==> config.mk <==
export PLATFORM = sky130hd
export DESIGN_NAME = icache
export DESIGN_NICKNAME = d
export VERILOG_FILES = /design/src/rtl/icache_pkg.sv /design/src/rtl/icache_ctrl.sv /design/src/rtl/icache.sv
export SDC_FILE = /design/constraint.sdc
export NUM_CORES = 2
export LEC_CHECK = 0
export ABC_CLOCK_PERIOD_IN_PS = 4350
export CORE_ASPECT_RATIO = 0.5
export CORE_MARGIN = 4
export CORE_UTILIZATION = 43
export DETAILED_ROUTE_END_ITERATION = 16
export HOLD_SLACK_MARGIN = 0.08
export PLACE_DENSITY = 0.56
export SLEW_MARGIN = 10
export SYNTH_ARGS = -nofsm -noshare
export SYNTH_HDL_FRONTEND = slang
export SYNTH_SLANG_ARGS = --single-unit
export TNS_END_PERCENT = 1
==> constraint.sdc <==
create_clock -name clk -period 4.35 [get_ports clk]
set_input_delay 0.435 -clock clk [delete_from_list [all_inputs] [get_ports clk]]
set_output_delay 0.435 -clock clk [all_outputs]
set_load 0.05 [all_outputs]
==> src/rtl/icache_pkg.sv <==
// Shared widths, parameter defaults and FSM state type for the instruction cache.
package icache_pkg;
  localparam int DEF_DATA_WIDTH     = 32;
  localparam int DEF_SETS           = 16;
  localparam int DEF_WORDS_PER_LINE = 4;
  localparam int BYTE_OFF_W         = 2;
  localparam int DEF_IDX_W          = $clog2(DEF_SETS);
  localparam int DEF_OFF_W          = $clog2(DEF_WORDS_PER_LINE);
  localparam int DEF_TAG_W          = DEF_DATA_WIDTH - BYTE_OFF_W - DEF_OFF_W - DEF_IDX_W;

  typedef enum logic {IDLE, REFILL} icache_state_t;
endpackage

==> src/rtl/icache_ctrl.sv <==
// Refill controller: miss FSM, word counter, memory request/address registers, pending flush.
// mem_addr holds the refill line's tag and index bits unchanged for the whole refill.
module icache_ctrl
  import icache_pkg::*;
#(
  parameter int DATA_WIDTH     = DEF_DATA_WIDTH,
  parameter int WORDS_PER_LINE = DEF_WORDS_PER_LINE,
  localparam int OFF_W         = $clog2(WORDS_PER_LINE)
) (
  input  logic                  clk_i,
  input  logic                  rst_i,
  input  logic                  miss_i,
  input  logic                  flush_i,
  input  logic [DATA_WIDTH-1:0] line_base_i,
  input  logic                  mem_ack_i,
  output logic                  refill_o,
  output logic                  mem_req_o,
  output logic [DATA_WIDTH-1:0] mem_addr_o,
  output logic                  fill_we_o,
  output logic [OFF_W-1:0]      fill_word_o,
  output logic                  line_done_o,
  output logic                  flush_all_o
);

  icache_state_t         state_q, state_d;
  logic [OFF_W-1:0]      cnt_q, cnt_d;
  logic                  mem_req_q, mem_req_d;
  logic [DATA_WIDTH-1:0] mem_addr_q, mem_addr_d;
  logic                  flush_pend_q, flush_pend_d;

  always_ff @(posedge clk_i) begin
    if (rst_i) begin
      state_q      <= IDLE;
      cnt_q        <= '0;
      mem_req_q    <= 1'b0;
      mem_addr_q   <= '0;
      flush_pend_q <= 1'b0;
    end else begin
      state_q      <= state_d;
      cnt_q        <= cnt_d;
      mem_req_q    <= mem_req_d;
      mem_addr_q   <= mem_addr_d;
      flush_pend_q <= flush_pend_d;
    end
  end

  always_comb begin
    state_d      = state_q;
    cnt_d        = cnt_q;
    mem_req_d    = mem_req_q;
    mem_addr_d   = mem_addr_q;
    flush_pend_d = flush_pend_q;
    fill_we_o    = 1'b0;
    line_done_o  = 1'b0;
    flush_all_o  = 1'b0;
    unique case (state_q)
      IDLE: begin
        flush_all_o = flush_i;
        if (miss_i) begin
          state_d    = REFILL;
          mem_req_d  = 1'b1;
          mem_addr_d = line_base_i;
          cnt_d      = '0;
        end
      end
      REFILL: begin
        if (flush_i) flush_pend_d = 1'b1;
        if (mem_ack_i) begin
          fill_we_o = 1'b1;
          if (cnt_q == OFF_W'(WORDS_PER_LINE - 1)) begin
            // A flush seen at any point of the refill also kills the line just filled.
            line_done_o  = 1'b1;
            flush_all_o  = flush_pend_q | flush_i;
            flush_pend_d = 1'b0;
            mem_req_d    = 1'b0;
            state_d      = IDLE;
          end else begin
            cnt_d      = cnt_q + OFF_W'(1);
            mem_addr_d = mem_addr_q + DATA_WIDTH'(4);
          end
        end
      end
      default: state_d = IDLE;
    endcase
  end

  assign refill_o    = (state_q == REFILL);
  assign mem_req_o   = mem_req_q;
  assign mem_addr_o  = mem_addr_q;
  assign fill_word_o = cnt_q;

endmodule

==> src/rtl/icache.sv <==
// Direct-mapped read-only instruction cache: same-cycle hit, word-by-word refill on miss.
module icache
  import icache_pkg::*;
#(
  parameter int DATA_WIDTH     = DEF_DATA_WIDTH,
  parameter int SETS           = DEF_SETS,
  parameter int WORDS_PER_LINE = DEF_WORDS_PER_LINE
) (
  input  logic                  clk,
  input  logic                  rst,
  input  logic [DATA_WIDTH-1:0] PC,
  input  logic                  req,
  input  logic                  flush,
  output logic [DATA_WIDTH-1:0] instr,
  output logic                  hit,
  output logic                  stall_f,
  output logic                  mem_req,
  output logic [DATA_WIDTH-1:0] mem_addr,
  input  logic [DATA_WIDTH-1:0] mem_rdata,
  input  logic                  mem_ack
);

  localparam int IDX_W = $clog2(SETS);
  localparam int OFF_W = $clog2(WORDS_PER_LINE);
  localparam int TAG_W = DATA_WIDTH - BYTE_OFF_W - OFF_W - IDX_W;
  localparam int IDX_LSB = BYTE_OFF_W + OFF_W;

  logic [DATA_WIDTH-1:0] data_q [SETS][WORDS_PER_LINE];
  logic [TAG_W-1:0]      tag_q  [SETS];
  logic [SETS-1:0]       valid_q, valid_d;

  logic [TAG_W-1:0]      pc_tag;
  logic [IDX_W-1:0]      pc_idx;
  logic [OFF_W-1:0]      pc_off;
  logic [DATA_WIDTH-1:0] line_base;
  logic                  tag_match, refill, miss;
  logic                  fill_we, line_done, flush_all;
  logic [OFF_W-1:0]      fill_word;
  logic [IDX_W-1:0]      fill_idx;
  logic [TAG_W-1:0]      fill_tag;
  logic                  unused_bits;

  assign pc_tag    = PC[DATA_WIDTH-1 -: TAG_W];
  assign pc_idx    = PC[IDX_LSB +: IDX_W];
  assign pc_off    = PC[BYTE_OFF_W +: OFF_W];
  assign line_base = {PC[DATA_WIDTH-1:IDX_LSB], {IDX_LSB{1'b0}}};
  assign fill_idx  = mem_addr[IDX_LSB +: IDX_W];
  assign fill_tag  = mem_addr[DATA_WIDTH-1 -: TAG_W];
  assign unused_bits = ^{PC[BYTE_OFF_W-1:0], mem_addr[IDX_LSB-1:0]};

  assign tag_match = req & valid_q[pc_idx] & (tag_q[pc_idx] == pc_tag);
  assign hit       = tag_match & ~refill;
  assign miss      = req & ~tag_match;
  assign stall_f   = refill | miss;
  assign instr     = hit ? data_q[pc_idx][pc_off] : '0;

  icache_ctrl #(
    .DATA_WIDTH     (DATA_WIDTH),
    .WORDS_PER_LINE (WORDS_PER_LINE)
  ) u_ctrl (
    .clk_i       (clk),
    .rst_i       (rst),
    .miss_i      (miss),
    .flush_i     (flush),
    .line_base_i (line_base),
    .mem_ack_i   (mem_ack),
    .refill_o    (refill),
    .mem_req_o   (mem_req),
    .mem_addr_o  (mem_addr),
    .fill_we_o   (fill_we),
    .fill_word_o (fill_word),
    .line_done_o (line_done),
    .flush_all_o (flush_all)
  );

  always_comb begin
    valid_d = valid_q;
    if (flush_all)      valid_d = '0;
    else if (line_done) valid_d[fill_idx] = 1'b1;
  end

  always_ff @(posedge clk) begin
    if (rst) valid_q <= '0;
    else     valid_q <= valid_d;
  end

  // Data and tags are plain storage with no reset; validity alone gates hits.
  always_ff @(posedge clk) begin
    if (!rst && fill_we)   data_q[fill_idx][fill_word] <= mem_rdata;
    if (!rst && line_done) tag_q[fill_idx] <= fill_tag;
  end

endmodule

==> results.sh <==
export IMPL_yosysTopAreaCell="edfxtp_1"
export IMPL_status="finished with violations"
export IMPL_clk_insertion_delay_late_ns=0.89
export IMPL_antenna_found_initial=47
export IMPL_ys_seq_area_frac=0.771
export IMPL_reg2reg_slack_ns=0.56
export IMPL_synth_edf_count=2432
export IMPL_critPathKind="flip-flop to output pin"
export IMPL_rsz0062_at_grt="yes"
export IMPL_critPathCapture="instr[2]"
export IMPL_worstMarginPinSlew_ns=1.27
export IMPL_p_comb_frac=0.056
export IMPL_dieArea_um2=231000
export IMPL_fmax_ghz=0.208
export IMPL_power_leakage_uw=0.0342
export IMPL_ys_warn_count=0
export IMPL_setup_worst_path_start_class="flip-flop"
export IMPL_fp_row_count=122
export IMPL_synthToLayoutAreaGrowth_pct=15.7
export IMPL_reg2reg_to="u_ctrl.mem_addr_o[29]"
export IMPL_synthDistinctLibCells=68
export IMPL_relSlewSlack=0.157
export IMPL_setup_violations=34
export IMPL_track_usage=0.223
export IMPL_synthesis_instances=4090
export IMPL_clkTransAtPathRegs_ns=0.07
export IMPL_syn_area_per_cell_um2=23.5
export IMPL_finalCritPeriodShare=1.10
export IMPL_p_seq_frac=0.547
export IMPL_placed_area_um2=104000
export IMPL_p_int_uw=37900
export IMPL_violations="negative setup slack"
export IMPL_netlist_area_leader_share=0.761
export IMPL_num_vias=46400
export IMPL_fin_util=0.501
export IMPL_wl_per_cell_um=33.7
export IMPL_final_common_cell="edfxtp_1"
export IMPL_htreeDepth=4
export IMPL_final_max_slew_violation_count=0
export IMPL_reg2reg_depth=10
export IMPL_clkPwrFrac=0.397
export IMPL_tritoncts="built"
export IMPL_cts_path_max_buffers=4
export IMPL_start_util=0.433
export IMPL_required_ns=3.91
export IMPL_grt_overflow=0
export IMPL_ys_async_sr_fraction=0
export IMPL_crit_path_max_fanout=18
export IMPL_die_w_um=676
export IMPL_synthFlopType="edfxtp_1"
export IMPL_initialDrtViolationCount=5747
export IMPL_vdd_drop_max_mv=0.334
export IMPL_hold_viol=0
export IMPL_grt_pass1_wl_um=360000
export IMPL_synthTopCellsByArea="edfxtp_1, mux4_2, dfxtp_1"
export IMPL_core_um2=222000
export IMPL_fin_ws_ns=-0.448
export IMPL_cts_root_buf="clkbuf_16"
export IMPL_cp_arrival_ns=4.36
export IMPL_switchingPower_uw=10300
export IMPL_switching_share=0.213
export IMPL_grt_pass1_vias=46200
export IMPL_period_needed_ns=4.80
export IMPL_synth_area_um2=96000
export IMPL_drive_gt1_frac=0.327
export IMPL_endpoint_kind="output pin"
export IMPL_max_cap_violations=0
export IMPL_cts_sinks=2483
export IMPL_gp_congestion=0.839
export IMPL_first_pass_iters=5
export IMPL_dpl_cell_count=7240
export IMPL_dp_hpwl_um=147000
export IMPL_cts_buffers=225
export IMPL_power_total_uw=48200
export IMPL_nets=4577
export IMPL_fill_cells=17400
export IMPL_layout_common_cells="edfxtp_1, mux4_2, clkbuf_16"
export IMPL_grt_max_degree=111
export IMPL_ys_ff_latch=2483
export IMPL_die_h_um=342
export IMPL_clock_skew_ns=0.0492
export IMPL_port_buffers=131
export IMPL_rr_startpoint="tag_q[12][9]"
export IMPL_drt_total_wl_um=258000
export IMPL_fin_area_um2=111000
export IMPL_hold_path_class="primary input to flip-flop"
export IMPL_postRouteAntennaNets=0
export IMPL_drt_vias_per_instance=6.05
export IMPL_powerDensity_nw_per_um2=434
export IMPL_ios=136
export IMPL_final_cells=7667
export IMPL_critPathLaunch="tag_q[12][9]"
export IMPL_post_route_drc_count=0
[worst max-delay path, cell delays in order, from the launching register on]
cell and delay [ns]:
edfxtp_1 0.38, mux4_2 0.46, mux4_2 0.52, xor2_1 0.17
nor2_2 0.19, o2111ai_2 0.12, or4b_4 0.61, nand4b_4 0.20
nand2b_4 0.20, buf_12 0.20, nor2b_1 0.16, buf_4 0.14
buf_12 0.13
[through the flow]
step / setup slack [ns] / setup TNS, ns / hold slack, ns
finish: -0.448 / -13.23 / 0.0894
global route: -0.565 / -17.71 / 0.0857
CTS: -0.540 / -15.82 / 0.219
detailed placement: -0.133 / -2.36 / 0.459
global placement: -0.0857 / -2.13 / 0.443
floorplan: -0.0378 / -1.09 / 0.431
[power groups by stage]
stage               Clock [uW]  Sequential (uW)  Combinational (uW)
global route             20600            26300                2850
global placement             0            26900                2650
floorplan                    0            26900                1350
CTS                      19500            26300                2700
finish                   19200            26300                2710
detailed placement           0            26900                2690
[per-layer routing]
metal	GRT usage	part of all wire	vias up
li1	-	-	18400
met1	0.320	0.42	25500
met2	0.339	0.46	2086
met3	0.0582	0.096	397
met4	0.0610	0.028	8
met5	0.00247	0.00043	-
[worst min-delay path by stage]
stage	startpoint	endpoint	slack, ns	cells past startpoint
4_1_cts	mem_rdata[3]	data_q[11][35]	0.22	2
6_report	mem_rdata[30]	data_q[3][62]	0.09	1
3_5_place_dp	valid_q[8]	valid_q[8]	0.46	2
5_1_grt	mem_rdata[30]	data_q[2][30]	0.09	1
2_1_floorplan	valid_q[15]	valid_q[15]	0.43	2
3_3_place_gp	valid_q[1]	valid_q[1]	0.44	2
[final cells by class]
type | instances | area, um2 | share of cell area
Sequential cell | 2483 | 74100 | 0.667
Multi-Input combinational cell | 1371 | 21600 | 0.194
Clock buffer | 266 | 5860 | 0.0527
Timing Repair Buffer | 413 | 4730 | 0.0426
Tap cell | 2976 | 3720 | 0.0335
Clock inverter | 132 | 1060 | 0.00951
Antenna cell | 17 | 42.5 | 0.000383
Inverter | 9 | 33.8 | 0.000304
[timing repair]
| item | in CTS | in global routing |
|---|---|---|
| pin swaps | 1 | 2 |
| cloned | 1 | 0 |
| hold buffers | 1 | 3 |
| endpoints found under the setup margin | 34 | 34 |
| hold endpoints to repair | 16 | 58 |
| gates resized for setup | 15 | 12 |
| setup buffers | 1 | 1 |
[cells in the mapped netlist, types with 6 or more instances]
master and n:
a21oi_1 27, a221oi_1 6, a22o_1 10, a22oi_1 16
a31oi_1 26, and3_1 13, buf_1 23, buf_2 60
buf_4 6, buf_6 11, clkbuf_1 126, dfxtp_1 51
edfxtp_1 2432, inv_1 9, mux2_2 24, mux2i_1 81
mux4_2 741, nand2_1 46, nand3_1 27, nand4_1 9
nor2_1 124, nor2b_1 43, nor3_1 23, o211ai_1 8
o21ai_0 19, o22ai_1 6, o2bb2ai_1 6, o311a_1 6
xnor2_1 20, xor2_1 15
[cell families after synthesis]
logic type / Yosys count / share of synthesized area
flops: 2483 / 0.771
mux: 847 / 0.185
simple gates: 314 / 0.0160
buf+inv: 237 / 0.0114
compound gates: 168 / 0.0124
xor+xnor: 35 / 0.00319
fa+ha+maj: 5 / 0.000652
other cells: 1 / 0.0000391
[sequential cells by signal, summed over array words and instances, names as in the netlist]
name,cells
data_q,2048
tag_q,384
u_ctrl.mem_addr_o,30
valid_q,16
u_ctrl.fill_word_o,2
u_ctrl.flush_pend_q,1
u_ctrl.mem_req_o,1
u_ctrl.refill_o,1
No activity file was read; power rests on OpenSTA's default activity.
